## src/rtl/reg_writeback_unit_pkg.sv

```systemverilog
// Shared encodings for the writeback stage: source selects, load funct3 codes,
// FSM states and the latched load context.
package reg_writeback_unit_pkg;

    typedef enum logic [1:0] {
        WB_X   = 2'd0,
        WB_ALU = 2'd1,
        WB_MEM = 2'd2,
        WB_PC  = 2'd3
    } wb_sel_e;

    localparam logic [2:0] LD_B  = 3'b000;
    localparam logic [2:0] LD_H  = 3'b001;
    localparam logic [2:0] LD_W  = 3'b010;
    localparam logic [2:0] LD_BU = 3'b100;
    localparam logic [2:0] LD_HU = 3'b101;

    typedef enum logic {
        S_IDLE     = 1'b0,
        S_WAIT_MEM = 1'b1
    } wb_state_e;

    typedef struct packed {
        logic       rf_wen;
        logic [4:0] rd;
        logic [2:0] funct3;
        logic [1:0] addr_lo;
    } pend_load_t;

endpackage

```

## src/rtl/reg_writeback_unit_if.sv

```systemverilog
// Retire-side handshake, data-memory read response and register-file write port.
interface reg_writeback_unit_if #(parameter int XLEN = 32);
    import reg_writeback_unit_pkg::*;

    logic            in_valid;
    logic            in_ready;
    wb_sel_e         in_wb_sel;
    logic            in_rf_wen;
    logic [4:0]      in_rd;
    logic [XLEN-1:0] in_alu_out;
    logic [XLEN-1:0] in_pc;
    logic [2:0]      in_funct3;
    logic            mem_rvalid;
    logic [XLEN-1:0] mem_rdata;
    logic            write_en;
    logic [4:0]      write_addr;
    logic [XLEN-1:0] write_value;

    modport master (
        output in_valid, in_wb_sel, in_rf_wen, in_rd, in_alu_out, in_pc, in_funct3,
        output mem_rvalid, mem_rdata,
        input  in_ready, write_en, write_addr, write_value
    );

    modport slave (
        input  in_valid, in_wb_sel, in_rf_wen, in_rd, in_alu_out, in_pc, in_funct3,
        input  mem_rvalid, mem_rdata,
        output in_ready, write_en, write_addr, write_value
    );

endinterface

```

## src/rtl/reg_writeback_unit_load_extract.sv

```systemverilog
// Pulls a byte/halfword/word out of an aligned memory word and flags
// misaligned accesses or unknown load encodings.
module load_extract
    import reg_writeback_unit_pkg::*;
#(
    parameter int XLEN = 32
) (
    input  logic [XLEN-1:0] word,
    input  logic [2:0]      funct3,
    input  logic [1:0]      addr_lo,
    output logic [XLEN-1:0] value,
    output logic            fault
);

    logic [4:0]  byte_shift;
    logic [7:0]  byte_sel;
    logic [15:0] half_sel;

    assign byte_shift = {addr_lo, 3'b000};
    assign byte_sel   = word[byte_shift +: 8];
    assign half_sel   = addr_lo[1] ? word[31:16] : word[15:0];

    always_comb begin
        // NOTE: every output gets a default first so no path can infer a latch.
        value = '0;
        fault = 1'b0;
        case (funct3)
            LD_B:  value = {{(XLEN-8){byte_sel[7]}}, byte_sel};
            LD_BU: value = {{(XLEN-8){1'b0}}, byte_sel};
            LD_H: begin
                value = {{(XLEN-16){half_sel[15]}}, half_sel};
                fault = addr_lo[0];
            end
            LD_HU: begin
                value = {{(XLEN-16){1'b0}}, half_sel};
                fault = addr_lo[0];
            end
            LD_W: begin
                value = word;
                fault = (addr_lo != 2'b00);
            end
            default: fault = 1'b1;
        endcase
    end

endmodule

```

## src/rtl/reg_writeback_unit.sv

```systemverilog
// Writeback stage: picks ALU / PC+4 / load data, waits on memory for loads,
// and drives the register-file write port plus a retired-instruction count.
module reg_writeback_unit
    import reg_writeback_unit_pkg::*;
#(
    parameter int XLEN  = 32,
    parameter int CNT_W = 64
) (
    input  logic                 clk,
    input  logic                 rst,
    reg_writeback_unit_if.slave  bus,
    output logic                 load_fault,
    output logic                 spurious_rvalid,
    output logic [CNT_W-1:0]     retired
);

    wb_state_e       state, next_state;
    pend_load_t      pend_q, pend_d;
    logic            done;
    logic            fault;
    logic [4:0]      done_rd;
    logic            done_wen;
    logic [XLEN-1:0] done_value;
    logic [XLEN-1:0] ext_value;
    logic            ext_fault;

    load_extract #(.XLEN(XLEN)) u_extract (
        .word    (bus.mem_rdata),
        .funct3  (pend_q.funct3),
        .addr_lo (pend_q.addr_lo),
        .value   (ext_value),
        .fault   (ext_fault)
    );

    assign bus.in_ready = (state == S_IDLE);

    always_comb begin
        next_state = state;
        pend_d     = pend_q;
        done       = 1'b0;
        fault      = 1'b0;
        done_rd    = bus.in_rd;
        done_wen   = bus.in_rf_wen;
        done_value = '0;
        case (state)
            S_IDLE: begin
                if (bus.in_valid) begin
                    case (bus.in_wb_sel)
                        WB_ALU: begin
                            done       = 1'b1;
                            done_value = bus.in_alu_out;
                        end
                        WB_PC: begin
                            done       = 1'b1;
                            done_value = bus.in_pc + XLEN'(4);
                        end
                        WB_MEM: begin
                            next_state = S_WAIT_MEM;
                            pend_d     = '{rf_wen:  bus.in_rf_wen,
                                           rd:      bus.in_rd,
                                           funct3:  bus.in_funct3,
                                           addr_lo: bus.in_alu_out[1:0]};
                        end
                        default: done = 1'b1;
                    endcase
                end
            end
            S_WAIT_MEM: begin
                done_rd    = pend_q.rd;
                done_wen   = pend_q.rf_wen;
                done_value = ext_value;
                if (bus.mem_rvalid) begin
                    next_state = S_IDLE;
                    fault      = ext_fault;
                    done       = !ext_fault;
                end
            end
            default: next_state = S_IDLE;
        endcase
    end

    // NOTE: reset is synchronous, so it lives inside the clocked block and
    // takes priority over any transfer or memory response on the same edge.
    always_ff @(posedge clk) begin
        if (rst) begin
            state           <= S_IDLE;
            pend_q          <= '0;
            bus.write_en    <= 1'b0;
            bus.write_addr  <= '0;
            bus.write_value <= '0;
            load_fault      <= 1'b0;
            spurious_rvalid <= 1'b0;
            retired         <= '0;
        end else begin
            // NOTE: non-blocking assignments keep every register sampling pre-edge values.
            state        <= next_state;
            pend_q       <= pend_d;
            bus.write_en <= done && done_wen && (done_rd != 5'd0);
            load_fault   <= fault;
            if (done) begin
                bus.write_addr  <= done_rd;
                bus.write_value <= done_value;
                retired         <= retired + CNT_W'(1);
            end
            if (state == S_IDLE && bus.mem_rvalid) begin
                spurious_rvalid <= 1'b1;
            end
        end
    end

endmodule

```

## src/flat_wrapper.sv

```systemverilog
// flat-port wrapper written by rule: the top's interface ports become plain ports
module reg_writeback_unit_flat import reg_writeback_unit_pkg::*;
#(
    parameter int XLEN  = 32,
    parameter int CNT_W = 64
)
  (clk, rst, load_fault, spurious_rvalid, retired, bus_in_valid, bus_in_wb_sel, bus_in_rf_wen, bus_in_rd, bus_in_alu_out, bus_in_pc, bus_in_funct3, bus_mem_rvalid, bus_mem_rdata, bus_in_ready, bus_write_en, bus_write_addr, bus_write_value);
  reg_writeback_unit_if #(.XLEN(XLEN)) bus_i ();
  input  logic clk;
  input  logic rst;
  output logic load_fault;
  output logic spurious_rvalid;
  output logic [CNT_W-1:0] retired;
  input wire logic [$bits(bus_i.in_valid)-1:0] bus_in_valid;
  input wire logic [$bits(bus_i.in_wb_sel)-1:0] bus_in_wb_sel;
  input wire logic [$bits(bus_i.in_rf_wen)-1:0] bus_in_rf_wen;
  input wire logic [$bits(bus_i.in_rd)-1:0] bus_in_rd;
  input wire logic [$bits(bus_i.in_alu_out)-1:0] bus_in_alu_out;
  input wire logic [$bits(bus_i.in_pc)-1:0] bus_in_pc;
  input wire logic [$bits(bus_i.in_funct3)-1:0] bus_in_funct3;
  input wire logic [$bits(bus_i.mem_rvalid)-1:0] bus_mem_rvalid;
  input wire logic [$bits(bus_i.mem_rdata)-1:0] bus_mem_rdata;
  output wire logic [$bits(bus_i.in_ready)-1:0] bus_in_ready;
  output wire logic [$bits(bus_i.write_en)-1:0] bus_write_en;
  output wire logic [$bits(bus_i.write_addr)-1:0] bus_write_addr;
  output wire logic [$bits(bus_i.write_value)-1:0] bus_write_value;
  assign bus_i.in_valid = bus_in_valid;
  assign bus_i.in_wb_sel = bus_in_wb_sel;
  assign bus_i.in_rf_wen = bus_in_rf_wen;
  assign bus_i.in_rd = bus_in_rd;
  assign bus_i.in_alu_out = bus_in_alu_out;
  assign bus_i.in_pc = bus_in_pc;
  assign bus_i.in_funct3 = bus_in_funct3;
  assign bus_i.mem_rvalid = bus_mem_rvalid;
  assign bus_i.mem_rdata = bus_mem_rdata;
  assign bus_in_ready = bus_i.in_ready;
  assign bus_write_en = bus_i.write_en;
  assign bus_write_addr = bus_i.write_addr;
  assign bus_write_value = bus_i.write_value;
  reg_writeback_unit #(.XLEN(XLEN), .CNT_W(CNT_W)) u_core (.clk(clk), .rst(rst), .bus(bus_i), .load_fault(load_fault), .spurious_rvalid(spurious_rvalid), .retired(retired));
endmodule
```

## config.mk

```make
export PLATFORM = sky130hd
export DESIGN_NAME = reg_writeback_unit_flat
export DESIGN_NICKNAME = d
export VERILOG_FILES = /design/src/rtl/reg_writeback_unit_pkg.sv /design/src/rtl/reg_writeback_unit_if.sv /design/src/rtl/reg_writeback_unit_load_extract.sv /design/src/rtl/reg_writeback_unit.sv /design/src/flat_wrapper.sv
export SDC_FILE = /design/constraint.sdc
export NUM_CORES = 1
export LEC_CHECK = 0
export ABC_AREA = 1
export ABC_CLOCK_PERIOD_IN_PS = 5360
export BUFFER_PORTS_ARGS = -buffer_cell sky130_fd_sc_hd__buf_2
export CAP_MARGIN = 20
export CORE_MARGIN = 4
export CORE_UTILIZATION = 59
export CTS_CLUSTER_DIAMETER = 150
export DETAILED_ROUTE_END_ITERATION = 10
export GPL_ROUTABILITY_DRIVEN = 0
export GPL_TIMING_DRIVEN = 0
export PLACE_DENSITY = 0.85
export SLEW_MARGIN = 20
export SYNTH_ARGS = -nofsm -noshare
export SYNTH_HDL_FRONTEND = slang
export SYNTH_SLANG_ARGS = --single-unit
```

## constraint.sdc

```tcl
create_clock -name clk -period 5.36 [get_ports clk]
set_input_delay 0.268 -clock clk [delete_from_list [all_inputs] [get_ports clk]]
set_output_delay 0.268 -clock clk [all_outputs]
set_load 0.1 [all_outputs]
```

==> metrics.cfg <==
[yosys]
syn-num-nets=1682
synth_compound_area_share_pct=12.6
synth_fa_ha_area_share_pct=0.292
ys_types=39
yosysTopAreaCellShare_pct=29.6
synth_area_leaders=nand2_1 (30%), dfxtp_1 (27%), nor2_1 (11%)
ys_ff_latch=116
synthSimpleGateAreaFrac_pct=48.4
synth_xor_area_share_pct=2.25
synth_area_per_cell_um2=5.46
synth-edff-count=0
ys_async_sr_fraction_pct=0
syn-instance-count=1569
synth_top_family_by_area=simple AND/OR/NAND/NOR gates
yosys_warnings=0
synthMuxAreaShare_pct=0.117
synth_area_um2=8560
synthFlopType=dfxtp_1
synth_area_leader_cell=nand2_1
seq_area_frac_synth_pct=27.1

[hold_path]
hp-class=in2reg
hold_path.startpoint=bus_in_funct3[2]
hold_end=u_core.pend_q[4]
min_path_cells=3

[timing]
fin_worst_skew_ps=6.93
setup_viol=0
hold_viol_final=0
timing.setup.tns_ps=0
tightest_slew_ps=713
fin_crit_sh_pct=44.8
fmax_ghz=0.416
timing.slew.headroom_pct=52.5
rsz0062_at_grt=false
slew_violations=0
min_period_ps=2400

[route]
route.detailed.drc=0
dr.pass1.iters=6
routedWlPerCell_um=16.5
vias=11500
ant_nets=0
drtIter0Drc=1639
routed_via_density=5.74
routed_wl_mm=33.0

[finish]
fill_cells=1266
syn2layout_area_growth_pct=22.1
mostFrequentLayoutCells=nand2_1 (674), nor2_1 (242), buf_2 (234)
drive_gt1_share_pct=16.6
finalNetCount=1916
fin_cells=1997
finish.utilization_pct=74.4
final_common_cell=nand2_1

[critical_path]
crit_chain=ha_1, inv_1, nor2_4, inv_1, nor2_2, nand2_1, o21ai_0, nand2_1, nand2_1, a21oi_1
crit_type=reg2reg
slowest_stage=dfxtp_1
endpoint_kind=flip-flop
ff2ff_path_depth=10
worstPathArrival_ps=2680
cp.required_ps=5640
cpPeakStageDelay_ps=540
r2r-start=u_core.retired[0]
crit_fanout=9
regToRegSetupSlack_ps=2960
crit_top_cell=nand2_1
timing.rr.end=u_core.retired[60]
start_kind=flip-flop

[power]
p_leak_nw=4.76
ir_drop_v=0.000243
p_per_area_nw_per_um2=254

[floorplanning]
row_count=43
core_area_um2=14000
die_h_um=128
dieWidth_um=128
die-area_um2=16500
pin_count=216
start_util_pct=61.0

[placed_design]
dp_cells=1964
dp_hpwl_mm=25.4
port_buffers=215

[clocking]
postCtsHoldBufs=0
cts_inserted_buffers=17
cts_sinks=116
cts_resized=0
insertion_delay_ps=430
htree_levels=4
cts_setup_buffers=0
cts_max_path_buffers=2
clkTransAtPathRegs_ps=60
clockRootBuffer=clkbuf_16
cts_tree=done

[global_route]
antenna_found_initial=1
track_usage_pct=39.1
overflow=0
grt_pass1_wl_mm=51.2
grt_pass1_vias=10100
grt_max_degree=17

[outcome]
status=finished, final reports clean

[flow_run]
drv_cap=0

[cells by family after synthesis]
| group | after synthesis |
|---|---|
| AO/OA/AOI/OAI | 202 |
| XOR/XNOR | 22 |
| adder cells (fa/ha/maj) | 2 |
| buffers and inverters | 186 |
| flip-flops | 116 |
| multiplexers | 1 |
| AND/OR/NAND/NOR | 1040 |
[sequential cells by signal (all words and copies together) (netlist names)]
name                    cells
u_core.bus.write_addr       5
u_core.bus.write_en         1
u_core.bus.write_value     32
u_core.load_fault           1
u_core.pend_q              11
u_core.retired             64
u_core.spurious_rvalid      1
u_core.state                1
[critical path: cells and delay by family, from the launching register on]
| family | cells | cell delay, ps |
|---|---|---|
| AOI/OAI and AO/OA | 2 | 290 |
| buffers and inverters | 2 | 210 |
| DFF | 1 | 540 |
| adders and majority gates | 1 | 320 |
| and+or+nand+nor | 5 | 900 |
[worst max-delay path by stage]
stage	startpoint	cells past startpoint	slack, ps	endpoint
after detailed placement	u_core.retired[0]	10	3100	u_core.retired[60]
final	u_core.retired[0]	10	2960	u_core.retired[60]
after floorplan	u_core.retired[0]	9	2900	u_core.retired[32]
after global placement	u_core.retired[0]	10	3130	u_core.retired[60]
after CTS	u_core.retired[0]	10	3100	u_core.retired[60]
after global routing	u_core.retired[0]	10	2760	u_core.retired[60]
[layer usage]
layer | up-vias | global-route usage [%] | share of wire, %
li1 | 5401 | - | -
met1 | 5106 | 53.7 | 40
met2 | 835 | 57.4 | 41
met3 | 121 | 13.0 | 15
met4 | 0 | 13.8 | 3.9
met5 | - | 0 | 0
[cell usage after synthesis, types with 2 or more instances]
cell      instances
nor2_2            3
o211ai_1          5
nor2_1          242
a22oi_1           2
nor3_1            2
o21ai_0          69
ha_1              2
o21ai_1          13
inv_2             5
buf_2            19
nand2_2           6
dfxtp_1         116
nand4_1          21
clkinv_1          2
o211a_1           2
buf_6             9
a21oi_1          98
clkbuf_1         24
nand3_1          77
xnor2_1          13
a22o_1            2
or2_2             7
nand2_1         674
nor2_4            4
o21bai_1          7
inv_1           123
xor2_1            9
buf_1             2
[power by group]
part           internal (W)  total [W]  switching [W]
Clock              0.000686    0.00114       0.000449
Sequential         0.000894   0.000916      0.0000222
Combinational      0.000142   0.000598       0.000456
Total               0.00172    0.00265       0.000926
[cell type report]
cell class,count,area [µm²],area share [%]
Multi-Input combinational cell,1267,5440,52.1
Clock inverter,14,156,1.50
Timing Repair Buffer,215,1080,10.3
Sequential cell,116,2320,22.2
Clock buffer,18,429,4.11
Antenna cell,1,2.50,0.0239
Inverter,130,488,4.67
Tap cell,180,225,2.16
Buffer,56,307,2.93
[per-stage QoR]
step	hold slack (ps)	setup slack, ps	power [W]	area [µm²]
after floorplan	403	2900	0.00134	8560
after global placement	458	3130	0.00151	9860
after detailed placement	469	3100	0.00151	9860
after CTS	76.9	3100	0.00263	10400
after global routing	89.7	2760	0.00273	10400
final	86.4	2960	0.00265	10400
Power figures use the tool's default switching activity.
